$ cat src/rtl/alu_pkg.sv
`default_nettype none
// ============================================================================
// Module      : alu_pkg
// Description : Opcode, FSM state and flag-index definitions for alu_mc.
// Revision    : 1.0 - initial release
// ============================================================================
package alu_pkg;

    typedef enum logic [2:0] {
        OP_SUB = 3'b000,
        OP_ADD = 3'b001,
        OP_AND = 3'b010,
        OP_OR  = 3'b011,
        OP_XOR = 3'b100,
        OP_SLL = 3'b101,
        OP_SRL = 3'b110,
        OP_MUL = 3'b111
    } alu_op_e;

    typedef enum logic [1:0] {
        ST_IDLE = 2'd0,
        ST_MUL  = 2'd1,
        ST_DONE = 2'd2
    } alu_state_e;

    // Bit positions inside the {N, Z, C, V} flags vector
    localparam int FLAG_N = 3;
    localparam int FLAG_Z = 2;
    localparam int FLAG_C = 1;
    localparam int FLAG_V = 0;

endpackage
`default_nettype wire

$ cat src/rtl/alu_mul_iter.sv
`default_nettype none
// ============================================================================
// Module      : alu_mul_iter
// Description : Shift-add unsigned multiplier, one multiplier bit per cycle.
//               Bit 0 is consumed on the start edge, so done pulses WIDTH-1
//               cycles after start and the product is final while done=1.
// Revision    : 1.0 - initial release
// ============================================================================
module alu_mul_iter #(
    parameter int WIDTH = 16
) (
    input  logic               clk,
    input  logic               rst,
    input  logic               start,
    input  logic [WIDTH-1:0]   a,
    input  logic [WIDTH-1:0]   b,
    output logic               busy,
    output logic               done,
    output logic [2*WIDTH-1:0] product
);

    localparam int               c_cnt_w = $clog2(WIDTH);
    localparam logic [c_cnt_w-1:0] c_last = c_cnt_w'(WIDTH - 1);

    logic [2*WIDTH-1:0] r_acc;
    logic [2*WIDTH-1:0] r_mcand;
    logic [WIDTH-1:0]   r_mplier;
    logic [c_cnt_w-1:0] r_cnt;
    logic               r_busy;
    logic               r_done;

    always_ff @(posedge clk) begin
        if (rst) begin
            r_acc    <= '0;
            r_mcand  <= '0;
            r_mplier <= '0;
            r_cnt    <= '0;
            r_busy   <= 1'b0;
            r_done   <= 1'b0;
        end else begin
            r_done <= 1'b0;
            if (start) begin
                r_acc    <= b[0] ? {{WIDTH{1'b0}}, a} : '0;
                r_mcand  <= {{(WIDTH-1){1'b0}}, a, 1'b0};
                r_mplier <= b >> 1;
                r_cnt    <= c_cnt_w'(1);
                r_busy   <= 1'b1;
            end else if (r_busy) begin
                if (r_mplier[0]) begin
                    r_acc <= r_acc + r_mcand;
                end
                r_mcand  <= r_mcand << 1;
                r_mplier <= r_mplier >> 1;
                r_cnt    <= r_cnt + c_cnt_w'(1);
                if (r_cnt == c_last) begin
                    r_busy <= 1'b0;
                    r_done <= 1'b1;
                end
            end
        end
    end

    assign busy    = r_busy;
    assign done    = r_done;
    assign product = r_acc;

endmodule
`default_nettype wire

$ cat src/rtl/alu_mc.sv
`default_nettype none
// ============================================================================
// Module      : alu_mc
// Description : Multi-cycle ALU with valid/ready handshakes and NZCV flags.
//               Define ALU_MUL_EN to build the iterative multiplier for op 111;
//               otherwise op 111 returns zero with op_err set.
// Revision    : 1.0 - initial release
// ============================================================================
module alu_mc
    import alu_pkg::*;
#(
    parameter int WIDTH = 16
) (
    input  logic             clk,
    input  logic             rst,
    input  logic             in_valid,
    output logic             in_ready,
    input  logic [2:0]       ALUop,
    input  logic [WIDTH-1:0] srcA,
    input  logic [WIDTH-1:0] srcB,
    output logic             out_valid,
    input  logic             out_ready,
    output logic [WIDTH-1:0] ALUresult,
    output logic [3:0]       flags,
    output logic             op_err
);

    localparam int c_shamt_w = $clog2(WIDTH);
`ifdef ALU_MUL_EN
    localparam bit c_mul_en = 1'b1;
`else
    localparam bit c_mul_en = 1'b0;
`endif

    alu_state_e r_state;
    alu_state_e w_state_next;

    logic [WIDTH-1:0]   r_result;
    logic [3:0]         r_flags;
    logic               r_op_err;
    logic               r_out_valid;

    logic               w_accept;
    logic               w_load_op;
    logic               w_load_mul;
    logic               w_mul_start;
    logic               w_mul_busy;
    logic               w_mul_done;
    logic [2*WIDTH-1:0] w_mul_product;

    logic [WIDTH:0]     w_sum;
    logic [WIDTH:0]     w_diff;
    logic [c_shamt_w-1:0] w_shamt;
    logic [WIDTH-1:0]   w_res;
    logic               w_c;
    logic               w_v;
    logic               w_err;
    logic [3:0]         w_flags;
    logic [3:0]         w_mul_flags;

    // ------------------------------------------------------------------
    // Single-cycle operations
    // ------------------------------------------------------------------
    assign w_sum   = {1'b0, srcA} + {1'b0, srcB};
    // Carry out of A + ~B + 1 is the "no borrow" indication
    assign w_diff  = {1'b0, srcA} + {1'b0, ~srcB} + {{WIDTH{1'b0}}, 1'b1};
    assign w_shamt = srcB[c_shamt_w-1:0];

    always_comb begin
        w_res = '0;
        w_c   = 1'b0;
        w_v   = 1'b0;
        w_err = 1'b0;
        case (alu_op_e'(ALUop))
            OP_SUB: begin
                w_res = w_diff[WIDTH-1:0];
                w_c   = w_diff[WIDTH];
                w_v   = (srcA[WIDTH-1] != srcB[WIDTH-1]) &&
                        (w_diff[WIDTH-1] != srcA[WIDTH-1]);
            end
            OP_ADD: begin
                w_res = w_sum[WIDTH-1:0];
                w_c   = w_sum[WIDTH];
                w_v   = (srcA[WIDTH-1] == srcB[WIDTH-1]) &&
                        (w_sum[WIDTH-1] != srcA[WIDTH-1]);
            end
            OP_AND:  w_res = srcA & srcB;
            OP_OR:   w_res = srcA | srcB;
            OP_XOR:  w_res = srcA ^ srcB;
            OP_SLL:  w_res = srcA << w_shamt;
            OP_SRL:  w_res = srcA >> w_shamt;
            default: w_err = !c_mul_en;
        endcase

        w_flags = '0;
        if (!w_err) begin
            w_flags[FLAG_N] = w_res[WIDTH-1];
            w_flags[FLAG_Z] = (w_res == '0);
            w_flags[FLAG_C] = w_c;
            w_flags[FLAG_V] = w_v;
        end
    end

    always_comb begin
        w_mul_flags         = '0;
        w_mul_flags[FLAG_N] = w_mul_product[WIDTH-1];
        w_mul_flags[FLAG_Z] = (w_mul_product[WIDTH-1:0] == '0);
        w_mul_flags[FLAG_C] = |w_mul_product[2*WIDTH-1:WIDTH];
    end

    // ------------------------------------------------------------------
    // Multiplier
    // ------------------------------------------------------------------
`ifdef ALU_MUL_EN
    alu_mul_iter #(
        .WIDTH   (WIDTH)
    ) u_mul (
        .clk     (clk),
        .rst     (rst),
        .start   (w_mul_start),
        .a       (srcA),
        .b       (srcB),
        .busy    (w_mul_busy),
        .done    (w_mul_done),
        .product (w_mul_product)
    );
`else
    assign w_mul_busy    = 1'b0;
    assign w_mul_done    = 1'b0;
    assign w_mul_product = '0;
`endif

    // ------------------------------------------------------------------
    // Control FSM
    // ------------------------------------------------------------------
    assign in_ready = (r_state == ST_IDLE) && !rst && !w_mul_busy;
    assign w_accept = in_valid && in_ready;

    always_ff @(posedge clk) begin
        if (rst) begin
            r_state <= ST_IDLE;
        end else begin
            r_state <= w_state_next;
        end
    end

    always_comb begin
        w_state_next = r_state;
        w_load_op    = 1'b0;
        w_load_mul   = 1'b0;
        w_mul_start  = 1'b0;
        case (r_state)
            ST_IDLE: begin
                if (w_accept) begin
                    if (c_mul_en && (alu_op_e'(ALUop) == OP_MUL)) begin
                        w_state_next = ST_MUL;
                        w_mul_start  = 1'b1;
                    end else begin
                        w_state_next = ST_DONE;
                        w_load_op    = 1'b1;
                    end
                end
            end
            ST_MUL: begin
                if (w_mul_done) begin
                    w_state_next = ST_DONE;
                    w_load_mul   = 1'b1;
                end
            end
            ST_DONE: begin
                if (out_ready) begin
                    w_state_next = ST_IDLE;
                end
            end
            default: w_state_next = ST_IDLE;
        endcase
    end

    // ------------------------------------------------------------------
    // Result registers
    // ------------------------------------------------------------------
    always_ff @(posedge clk) begin
        if (rst) begin
            r_result    <= '0;
            r_flags     <= '0;
            r_op_err    <= 1'b0;
            r_out_valid <= 1'b0;
        end else begin
            if (w_load_op) begin
                r_result <= w_res;
                r_flags  <= w_flags;
                r_op_err <= w_err;
            end else if (w_load_mul) begin
                r_result <= w_mul_product[WIDTH-1:0];
                r_flags  <= w_mul_flags;
                r_op_err <= 1'b0;
            end
            r_out_valid <= (w_state_next == ST_DONE);
        end
    end

    assign out_valid = r_out_valid;
    assign ALUresult = r_result;
    assign flags     = r_flags;
    assign op_err    = r_op_err;

endmodule
`default_nettype wire

$ cat config.mk
export PLATFORM = sky130hd
export DESIGN_NAME = alu_mc
export DESIGN_NICKNAME = d
export VERILOG_FILES = /design/src/rtl/alu_pkg.sv /design/src/rtl/alu_mul_iter.sv /design/src/rtl/alu_mc.sv
export SDC_FILE = /design/constraint.sdc
export NUM_CORES = 1
export LEC_CHECK = 0
export BUFFER_PORTS_ARGS = -buffer_cell sky130_fd_sc_hd__buf_2
export CAP_MARGIN = 25
export CORE_MARGIN = 5
export CORE_UTILIZATION = 50
export DETAILED_ROUTE_END_ITERATION = 10
export PLACE_DENSITY_LB_ADDON = 0.1
export SYNTH_ARGS = -nofsm -noshare
export SYNTH_HDL_FRONTEND = slang
export SYNTH_SLANG_ARGS = --single-unit
$ cat constraint.sdc
create_clock -name clk -period 10.2 [get_ports clk]
set_input_delay 1.02 -clock clk [delete_from_list [all_inputs] [get_ports clk]]
set_output_delay 1.02 -clock clk [all_outputs]
set_load 0.02 [all_outputs]
==> results of run 1 <==
[worst min path at each step]
| stage | endpoint | slack, ns | cells past startpoint |
|---|---|---|---|
| 5_1_grt | ALUresult[13]$_SDFFE_PP0P_ | 0.48 | 2 |
| 4_1_cts | ALUresult[10]$_SDFFE_PP0P_ | 0.46 | 2 |
| 3_3_place_gp | flags[3]$_SDFFE_PP0P_ | 0.44 | 2 |
| 2_1_floorplan | out_valid$_SDFF_PP0_ | 0.44 | 1 |
| 3_5_place_dp | ALUresult[10]$_SDFFE_PP0P_ | 0.45 | 2 |
| 6_report | ALUresult[10]$_SDFFE_PP0P_ | 0.46 | 2 |
[power breakdown]
| group | leakage (uW) | total (uW) | internal (uW) | switching, uW |
|---|---|---|---|---|
| clock | 0.0000357 | 82.6 | 52.4 | 30.2 |
| combinational | 0.00202 | 249 | 91.8 | 157 |
| sequential | 0.000196 | 101 | 98.5 | 2.32 |
[sequential cells by signal, indices dropped and copies added (netlist names)]
register,cells
r_state,2
op_err,1
flags,4
ALUresult,16
out_valid,1
[critical path, stage by stage]
cell and delay (ns):
buf_2 0.74, inv_1 0.32, ha_1 0.41, a211oi_2 0.28, o21bai_1 0.15, o211a_1 0.24
a31oi_1 0.19, xnor2_1 0.09, a2111oi_1 0.57, nand4_1 0.22, or4_1 0.52, nor4_2 0.16
a32o_1 0.16
[Yosys cell counts (10+ instances only)]
library cell / count / area, sq um
mux2_2: 10 / 113
buf_2: 13 / 65.1
ha_1: 49 / 613
dfxtp_1: 24 / 480
o21ai_0: 21 / 105
nor2_1: 72 / 270
a22oi_1: 19 / 143
clkbuf_1: 21 / 78.8
nor3_1: 18 / 90.1
inv_1: 46 / 173
mux2i_1: 17 / 170
a21oi_1: 50 / 250
nand2_1: 51 / 191
mux4_2: 18 / 405
a211oi_1: 21 / 158
[final cells by class]
class / count / area [sq um] / share of cell area
Multi-Input combinational cell: 514 / 3870 / 0.758
Sequential cell: 24 / 480 / 0.0942
Timing Repair Buffer: 65 / 335 / 0.0657
Inverter: 49 / 184 / 0.0361
Tap cell: 129 / 161 / 0.0316
Clock buffer: 3 / 41.3 / 0.00809
Clock inverter: 1 / 30.0 / 0.00589
[logic make-up after synthesis]
| family | share of synthesized area |
|---|---|
| AO/OA/AOI/OAI | 0.334 |
| AND/OR/NAND/NOR | 0.181 |
| buffers and inverters | 0.0865 |
| adder cells (fa/ha/maj) | 0.137 |
| multiplexers | 0.148 |
| flip-flops | 0.101 |
| XOR/XNOR | 0.0129 |
[stage by stage]
stage	hold slack (ns)	utilization	power (uW)
floorplan	0.444	-	276
global placement	0.442	0.542	343
detailed placement	0.446	0.542	345
finish	0.457	0.549	433
global route	0.482	0.549	458
CTS	0.458	0.549	428
[per-layer routing]
| layer | wire length, um | GRT usage |
|---|---|---|
| met3 | 1520 | 0.0378 |
| met4 | 539 | 0.0794 |
| met2 | 7700 | 0.452 |
| met5 | 0 | 0 |
| met1 | 7190 | 0.401 |
==> flow_summary.json, run 1 <==
{
  "worst_slack_ns": 5.33,
  "design.die.area_sq_mm": 0.0116,
  "endpoint_kind": "register",
  "syn_area_per_cell_sq_um": 7.52,
  "clock_sinks": 24,
  "first_pass_iters": 5,
  "rsz0062_at_grt": "no",
  "setup.worst_path.end": "flags[2]$_SDFFE_PP0P_",
  "num_vias": 5321,
  "syn_area_sq_mm": 0.00476,
  "cts-hold-fix-buffers": 0,
  "path_max_fanout": 46,
  "postSynthCellCount": 633,
  "min-delay-start": "ALUresult[10]$_SDFFE_PP0P_",
  "cts_setup_buffers": 0,
  "peakVddDrop_uv": 70.0,
  "grt_max_degree": 47,
  "ant_nets": 0,
  "syn_nets": 723,
  "fin_crit_ns": 4.87,
  "placed_cell_area_sq_mm": 0.00503,
  "area_growth_pct": 7.15,
  "tightest_slew_ns": 0.995,
  "ctsResizeCount": 0,
  "port_buffers": 61,
  "cts_tree": "yes",
  "outcome": "completed",
  "fin_crit_sh": 0.478,
  "cts_root_buffer": "clkbuf_8",
  "fillerInstances": 939,
  "synth_flop_cell": "dfxtp_1",
  "synth-seq-cells": 24,
  "arrival_ns": 5.08,
  "antenna_cells": 0,
  "hold_violations": 0,
  "relSlewSlack": 0.337,
  "fin_nets": 747,
  "power_density_mw_per_mm2": 84.8,
  "final_cell_mix": "72 x nor2_1, 61 x buf_2, 51 x nand2_1",
  "p_leak_uw": 0.00225,
  "die_h_um": 108,
  "slew_viol_final": 0,
  "required_ns": 10.41,
  "numCtsBuffers": 3,
  "drive_gt1_frac": 0.166,
  "clk_pin_slew_ns": 0.08,
  "ios": 62,
  "clk-insertion-delay-late_ns": 0.26,
  "grt_pass1_vias": 4879,
  "setup-violations-final": 0,
  "async_flop_share": 0,
  "worstSetupPathType": "input pin to register",
  "finalWirelength_um": 16900,
  "core_sq_mm": 0.00928,
  "dp_cells": 781,
  "grt_pass1_wl_um": 26500,
  "routedWlPerCell_um": 21.6,
  "track_usage": 0.284,
  "cp-startpoint": "srcB[1]",
  "drt_iter0_markers": 742,
  "min_path_type": "register to register",
  "rr_endpoint": "flags[2]$_SDFFE_PP0P_",
  "final_common_cell": "nor2_1",
  "initial_core_util": 0.513,
  "pre_cts_slack_ns": 5.10,
  "yosysWarnings": 0,
  "skew_ns": 0.00436,
  "reg2reg_setup_slack_ns": 7.78,
  "std_cell_rows": 35,
  "cap_viol_max_count": 0,
  "place_congestion": 1.04,
  "hpwl_um": 13200,
  "cts_buffer_depth": 2,
  "tns_ns": 0,
  "htreeDepth": 1,
  "synth_cell_types": 72,
  "antenna_found_initial": 0,
  "overflow": 0,
  "synth_edf_count": 0,
  "fmax_ghz": 0.205,
  "drc": 0,
  "r2r_start": "r_state[0]$_SDFF_PP0_",
  "instances_no_fill": 785,
  "ys_seq_area_frac": 0.101,
  "crit_path_start_kind": "input pin",
  "rr_worst_depth": 8,
  "fp.dieW_um": 108,
  "routed_via_density": 6.78,
  "design_area_sq_mm": 0.00510
}
Power figures use the tool's default switching activity.
==> inputs of run 2 (changes only) <==
--- a/config.mk
+++ b/config.mk
@@ -5,6 +5,7 @@
 export SDC_FILE = /design/constraint.sdc
 export NUM_CORES = 1
 export LEC_CHECK = 0
+export ABC_AREA = 1
 export BUFFER_PORTS_ARGS = -buffer_cell sky130_fd_sc_hd__buf_2
 export CAP_MARGIN = 25
 export CORE_MARGIN = 5
==> constraint.sdc (replaced) <==
create_clock -name clk -period 3.9 [get_ports clk]
set_input_delay 0.39 -clock clk [delete_from_list [all_inputs] [get_ports clk]]
set_output_delay 0.39 -clock clk [all_outputs]
set_load 0.02 [all_outputs]
==> flow_summary.json, run 2 <==
{
  "worstSetupPathType": "input pin to register",
  "drc": 0,
  "fillerInstances": 1175,
  "area_growth_pct": 6.24,
  "synth_most_common_cell": "nand2_1",
  "max_stage_delay_ns": 0.50,
  "yosysTopAreaCell": "nand2_1",
  "hold_violations": 0,
  "tightest_slew_ns": 0.716,
  "skew_ns": 0.00351,
  "largest_register_ff_count": 16,
  "yosysWarnings": 0,
  "grt_pass1_vias": 5565,
  "core_sq_mm": 0.0102,
  "synth_cell_types": 39,
  "ant_nets": 0,
  "clock_sinks": 24,
  "crit_path_start_kind": "input pin",
  "std_cell_rows": 37,
  "grt_max_degree": 36,
  "path_max_fanout": 35,
  "track_usage": 0.286,
  "arrival_ns": 2.74,
  "tns_ns": 0,
  "endpoint_kind": "register",
  "final_common_cell": "nand2_1",
  "power_density_mw_per_mm2": 208,
  "antenna_found_initial": 0,
  "regArea_sq_um": 480,
  "num_vias": 6140,
  "numCtsBuffers": 3,
  "drive_gt1_frac": 0.113,
  "fin_nets": 1073,
  "crit_top_cell": "nand2_1",
  "crit_slowest_cell": "buf_2",
  "ys_top_cells_by_area": "nand2_1 21%, nand3_1 15%, ha_1 12%",
  "synth_edf_count": 0,
  "ys_seq_area_frac": 0.0936,
  "grt_pass1_wl_um": 28900,
  "syn_area_per_cell_sq_um": 5.39,
  "design.die.area_sq_mm": 0.0124,
  "htreeDepth": 1,
  "routedWlPerCell_um": 16.2,
  "cts_setup_buffers": 0,
  "yosys-top-cells-count": "289 x nand2_1, 155 x nand3_1, 115 x inv_1",
  "hpwl_um": 14700,
  "peakVddDrop_uv": 170,
  "cap_viol_max_count": 0,
  "cts_root_buffer": "clkbuf_8",
  "drt_iter0_markers": 684,
  "cp_top_family": "buffers and inverters",
  "multi_input_area_sq_mm": 0.00393,
  "ios": 62,
  "setup-violations-final": 0,
  "initial_core_util": 0.504,
  "cts_buffer_depth": 2,
  "fin_crit_sh": 0.666,
  "first_pass_iters": 5,
  "path_cells": "buf_2 -> inv_2 -> buf_4 -> ha_1 -> nand2_1 -> nand3_1 -> nand3_1 -> nand2_1 -> nand2_1 -> nand2_1 -> nand2_1 -> nand3_1 -> o21ai_0 -> a21oi_1",
  "slew_viol_final": 0,
  "instances_no_fill": 1118,
  "async_flop_share": 0,
  "syn_nets": 1043,
  "routed_via_density": 5.49,
  "relSlewSlack": 0.520,
  "fmax_ghz": 0.385,
  "crit_buf_inv": 3,
  "cts_tree": "yes",
  "fin_crit_ns": 2.60,
  "required_ns": 4.04,
  "ctsResizeCount": 0,
  "antenna_cells": 0,
  "syn_area_sq_mm": 0.00513,
  "port_buffers": 61,
  "cts-hold-fix-buffers": 0,
  "finalWirelength_um": 18200,
  "min_path_type": "input pin to register",
  "synth_flop_cell": "dfxtp_1",
  "clk-insertion-delay-late_ns": 0.27,
  "yosysTopAreaCellShare": 0.211,
  "fp.dieW_um": 111,
  "synth-seq-cells": 24,
  "overflow": 0,
  "place_congestion": 0.992,
  "outcome": "completed",
  "clk_pin_slew_ns": 0.08,
  "postSynthCellCount": 953,
  "final_cell_mix": "289 x nand2_1, 155 x nand3_1, 115 x inv_1",
  "dp_cells": 1114,
  "rsz0062_at_grt": "no",
  "die_h_um": 111,
  "p_leak_uw": 0.00308
}
==> run 2: final timing paths <==
check / from / to / slack [ns] / cells after the start
worst min register to register: r_state[1]$_SDFF_PP0_ / r_state[0]$_SDFF_PP0_ / 0.45 / 1
worst max register to register: r_state[0]$_SDFF_PP0_ / flags[2]$_SDFFE_PP0P_ / 1.53 / 9
worst max-delay path: srcB[1] / flags[3]$_SDFFE_PP0P_ / 1.30 / 14
worst min-delay path: out_ready / r_state[1]$_SDFF_PP0_ / 0.41 / 3
==> run 2: logic make-up (layout without fill, tap and decap cells) <==
kind of cell / count (synthesis) / in the layout / synth area share
compound gates: 107 / 107 / 0.114
xor+xnor: 1 / 1 / 0.00171
fa+ha+maj: 51 / 51 / 0.127
buf+inv: 164 / 193 / 0.141
flops: 24 / 24 / 0.0936
simple gates: 606 / 606 / 0.523
==> run 2: report_power, final <==
part	switching, uW	internal, uW
registers	6.86	260
logic	454	198
clock network	79.3	137
total	540	595
==> run 2: tightest hold or removal path, cell delays in order <==
cell,delay (ns)
buf_2,0.07
nand3b_1,0.11
a21oi_1,0.06
==> run 2: layout make-up <==
cell class,instances,share of cell area
tap,136,0.0312
clock inverter,1,0.00550
clock buffer,3,0.00757
sequential,24,0.0881
timing repair buffer,64,0.0601
inverter,125,0.0869
multi-input combinational,765,0.721
==> run 2: metrics by stage <==
stage	utilization	instance area (sq um)	worst slack [ns]	power (uW)	hold WS, ns
2_1_floorplan	-	5130	1.51	736	0.422
5_1_grt	0.536	5460	1.07	1230	0.438
6_report	0.536	5460	1.30	1130	0.415
4_1_cts	0.536	5460	1.36	1120	0.413
3_5_place_dp	0.529	5380	1.11	907	0.438
3_3_place_gp	0.529	5380	1.07	907	0.440
==> run 2: metal layers <==
metal / GRT usage / vias to the layer above / routed length, um
li1: - / 3114 / -
met1: 0.399 / 2735 / 8070
met2: 0.448 / 254 / 8010
met3: 0.0516 / 37 / 1550
met4: 0.0900 / 0 / 529
met5: 0 / - / 0
==> inputs of run 3 (changes only) <==
--- a/config.mk
+++ b/config.mk
@@ -5,7 +5,7 @@
 export SDC_FILE = /design/constraint.sdc
 export NUM_CORES = 1
 export LEC_CHECK = 0
-export ABC_AREA = 1
+export ABC_AREA = 0
 export BUFFER_PORTS_ARGS = -buffer_cell sky130_fd_sc_hd__buf_2
 export CAP_MARGIN = 25
 export CORE_MARGIN = 5
==> constraint.sdc (replaced) <==
create_clock -name clk -period 2.4 [get_ports clk]
set_input_delay 0.24 -clock clk [delete_from_list [all_inputs] [get_ports clk]]
set_output_delay 0.24 -clock clk [all_outputs]
set_load 0.02 [all_outputs]
==> flow_summary.json, run 3 (synthesis results as in run 1) <==
{
  "outcome": "finished, violations left",
  "violations": "setup timing",
  "overflow": 0,
  "power_density_mw_per_mm2": 338,
  "relSlewSlack": 0.411,
  "area_growth_pct": 54.1,
  "fin_crit_sh": 1.25,
  "port_buffers": 61,
  "finalWirelength_um": 21700,
  "fillerInstances": 666,
  "worst_slack_ns": -0.603,
  "rsz0062_at_grt": "yes",
  "grt_max_degree": 25,
  "p_leak_uw": 0.00342,
  "power_uw": 2480,
  "slew_viol_final": 0,
  "drt_iter0_markers": 767,
  "arrival_ns": 3.22,
  "cts_buffer_depth": 2,
  "place_congestion": 1.00,
  "antenna_found_initial": 0,
  "min-delay-start": "in_valid",
  "final_common_cell": "buf_4",
  "cap_viol_max_count": 0,
  "fmax_ghz": 0.333,
  "std_cell_rows": 35,
  "clk_pin_slew_ns": 0.09,
  "peakVddDrop_uv": 277,
  "final_cell_mix": "210 x buf_4, 71 x nor2_1, 55 x buf_2",
  "endpoint_kind": "register",
  "hold_path_depth": 3,
  "fin_nets": 965,
  "drive_gt1_frac": 0.455,
  "first_pass_iters": 5,
  "path_max_fanout": 3,
  "largest_register_ff_count": 16,
  "r2r_start": "r_state[0]$_SDFF_PP0_",
  "num_vias": 6457,
  "track_usage": 0.369,
  "drc": 0,
  "routed_via_density": 6.44,
  "hold_violations": 0,
  "crit_path_start_kind": "input pin",
  "grt_pass1_vias": 6331,
  "die_h_um": 108,
  "initial_core_util": 0.513,
  "hpwl_um": 17100,
  "core_sq_mm": 0.00928,
  "numCtsBuffers": 3,
  "htreeDepth": 1,
  "cp-startpoint": "srcA[0]",
  "ios": 62,
  "min_path_type": "input pin to register",
  "cts_root_buffer": "clkbuf_8",
  "cts_tree": "yes",
  "setup-violations-final": 10,
  "fp.dieW_um": 108,
  "design.die.area_sq_mm": 0.0116,
  "tightest_slew_ns": 0.878,
  "rr_worst_depth": 8,
  "post-route-util": 0.790,
  "fin_crit_ns": 3.00,
  "clk-insertion-delay-late_ns": 0.27,
  "required_ns": 2.62,
  "antenna_cells": 0,
  "routedWlPerCell_um": 21.7,
  "ant_nets": 0,
  "worstSetupPathType": "input pin to register",
  "skew_ns": 0.00278,
  "clock_sinks": 24,
  "grt_pass1_wl_um": 33800
}
[run 3: cell count changes in the layout (fill, tap and decap cells not counted), moves of 18 or more]
cell	previous run	this run
a22oi_1	0	18
nand2_1	289	45
nor2_1	103	71
nand3_1	155	8
mux4_2	0	18
buf_4	3	210
inv_1	115	40
[run 3: worst paths after layout]
| check | slack (ns) | end |
|---|---|---|
| max | -0.60 | flags[2]$_SDFFE_PP0P_ |
| min | 0.32 | r_state[1]$_SDFF_PP0_ |
| max reg2reg | 0.11 | flags[2]$_SDFFE_PP0P_ |
| min reg2reg | 0.48 | flags[3]$_SDFFE_PP0P_ |
[run 3: area by class of cell]
| class | instances | area (sq um) | area share |
|---|---|---|---|
| flip-flops and latches | 24 | 480 | 0.0655 |
| multi-input cells | 514 | 4340 | 0.592 |
| clock inverters | 1 | 30.0 | 0.00409 |
| clock buffers | 3 | 41.3 | 0.00563 |
| inverters | 49 | 201 | 0.0275 |
| repair buffers | 283 | 2080 | 0.283 |
| well taps | 129 | 161 | 0.0220 |
[run 3: routing by layer]
metal	global-route usage	wire length, um	up-vias
met5	0	0	-
met4	0.122	1000	0
met3	0.0510	2050	88
met2	0.625	10300	453
met1	0.480	8420	3045
li1	-	-	2871
[run 3: what timing repair did]
| item | CTS | global route |
|---|---|---|
| gates resized for setup | 62 | 32 |
| setup buffers | 7 | 5 |
| pin swaps | 33 | 21 |
| setup endpoints to repair | 12 | 13 |
| hold buffers | 0 | 0 |
[run 3: worst max-delay path, stage by stage]
cell	delay (ns)
buf_8	0.11
inv_4	0.05
ha_4	0.12
inv_2	0.04
fa_2	0.36
nor2b_4	0.15
o311ai_4	0.32
a311oi_2	0.20
o21ai_1	0.17
nand2b_1	0.12
mux2i_1	0.15
a211o_1	0.29
or4_1	0.52
nor4_2	0.20
a32o_1	0.17
[run 3: power by group]
group	leakage [uW]	switching, uW	internal [uW]	total, uW
clock network	0.0000357	140	223	363
logic	0.00318	890	795	1680
registers	0.000196	11.1	419	430
[run 3: metrics by stage]
step	cell area [sq um]	TNS (ns)	instances	hold slack (ns)	worst slack, ns
floorplan	4970	-1.79	633	0.319	-0.478
global placement	6750	-6.81	988	0.440	-0.837
detailed placement	6750	-7.75	988	0.447	-0.904
CTS	7160	-2.57	998	0.322	-0.515
global route	7340	-4.56	1003	0.397	-0.695
finish	7340	-3.31	1003	0.320	-0.603
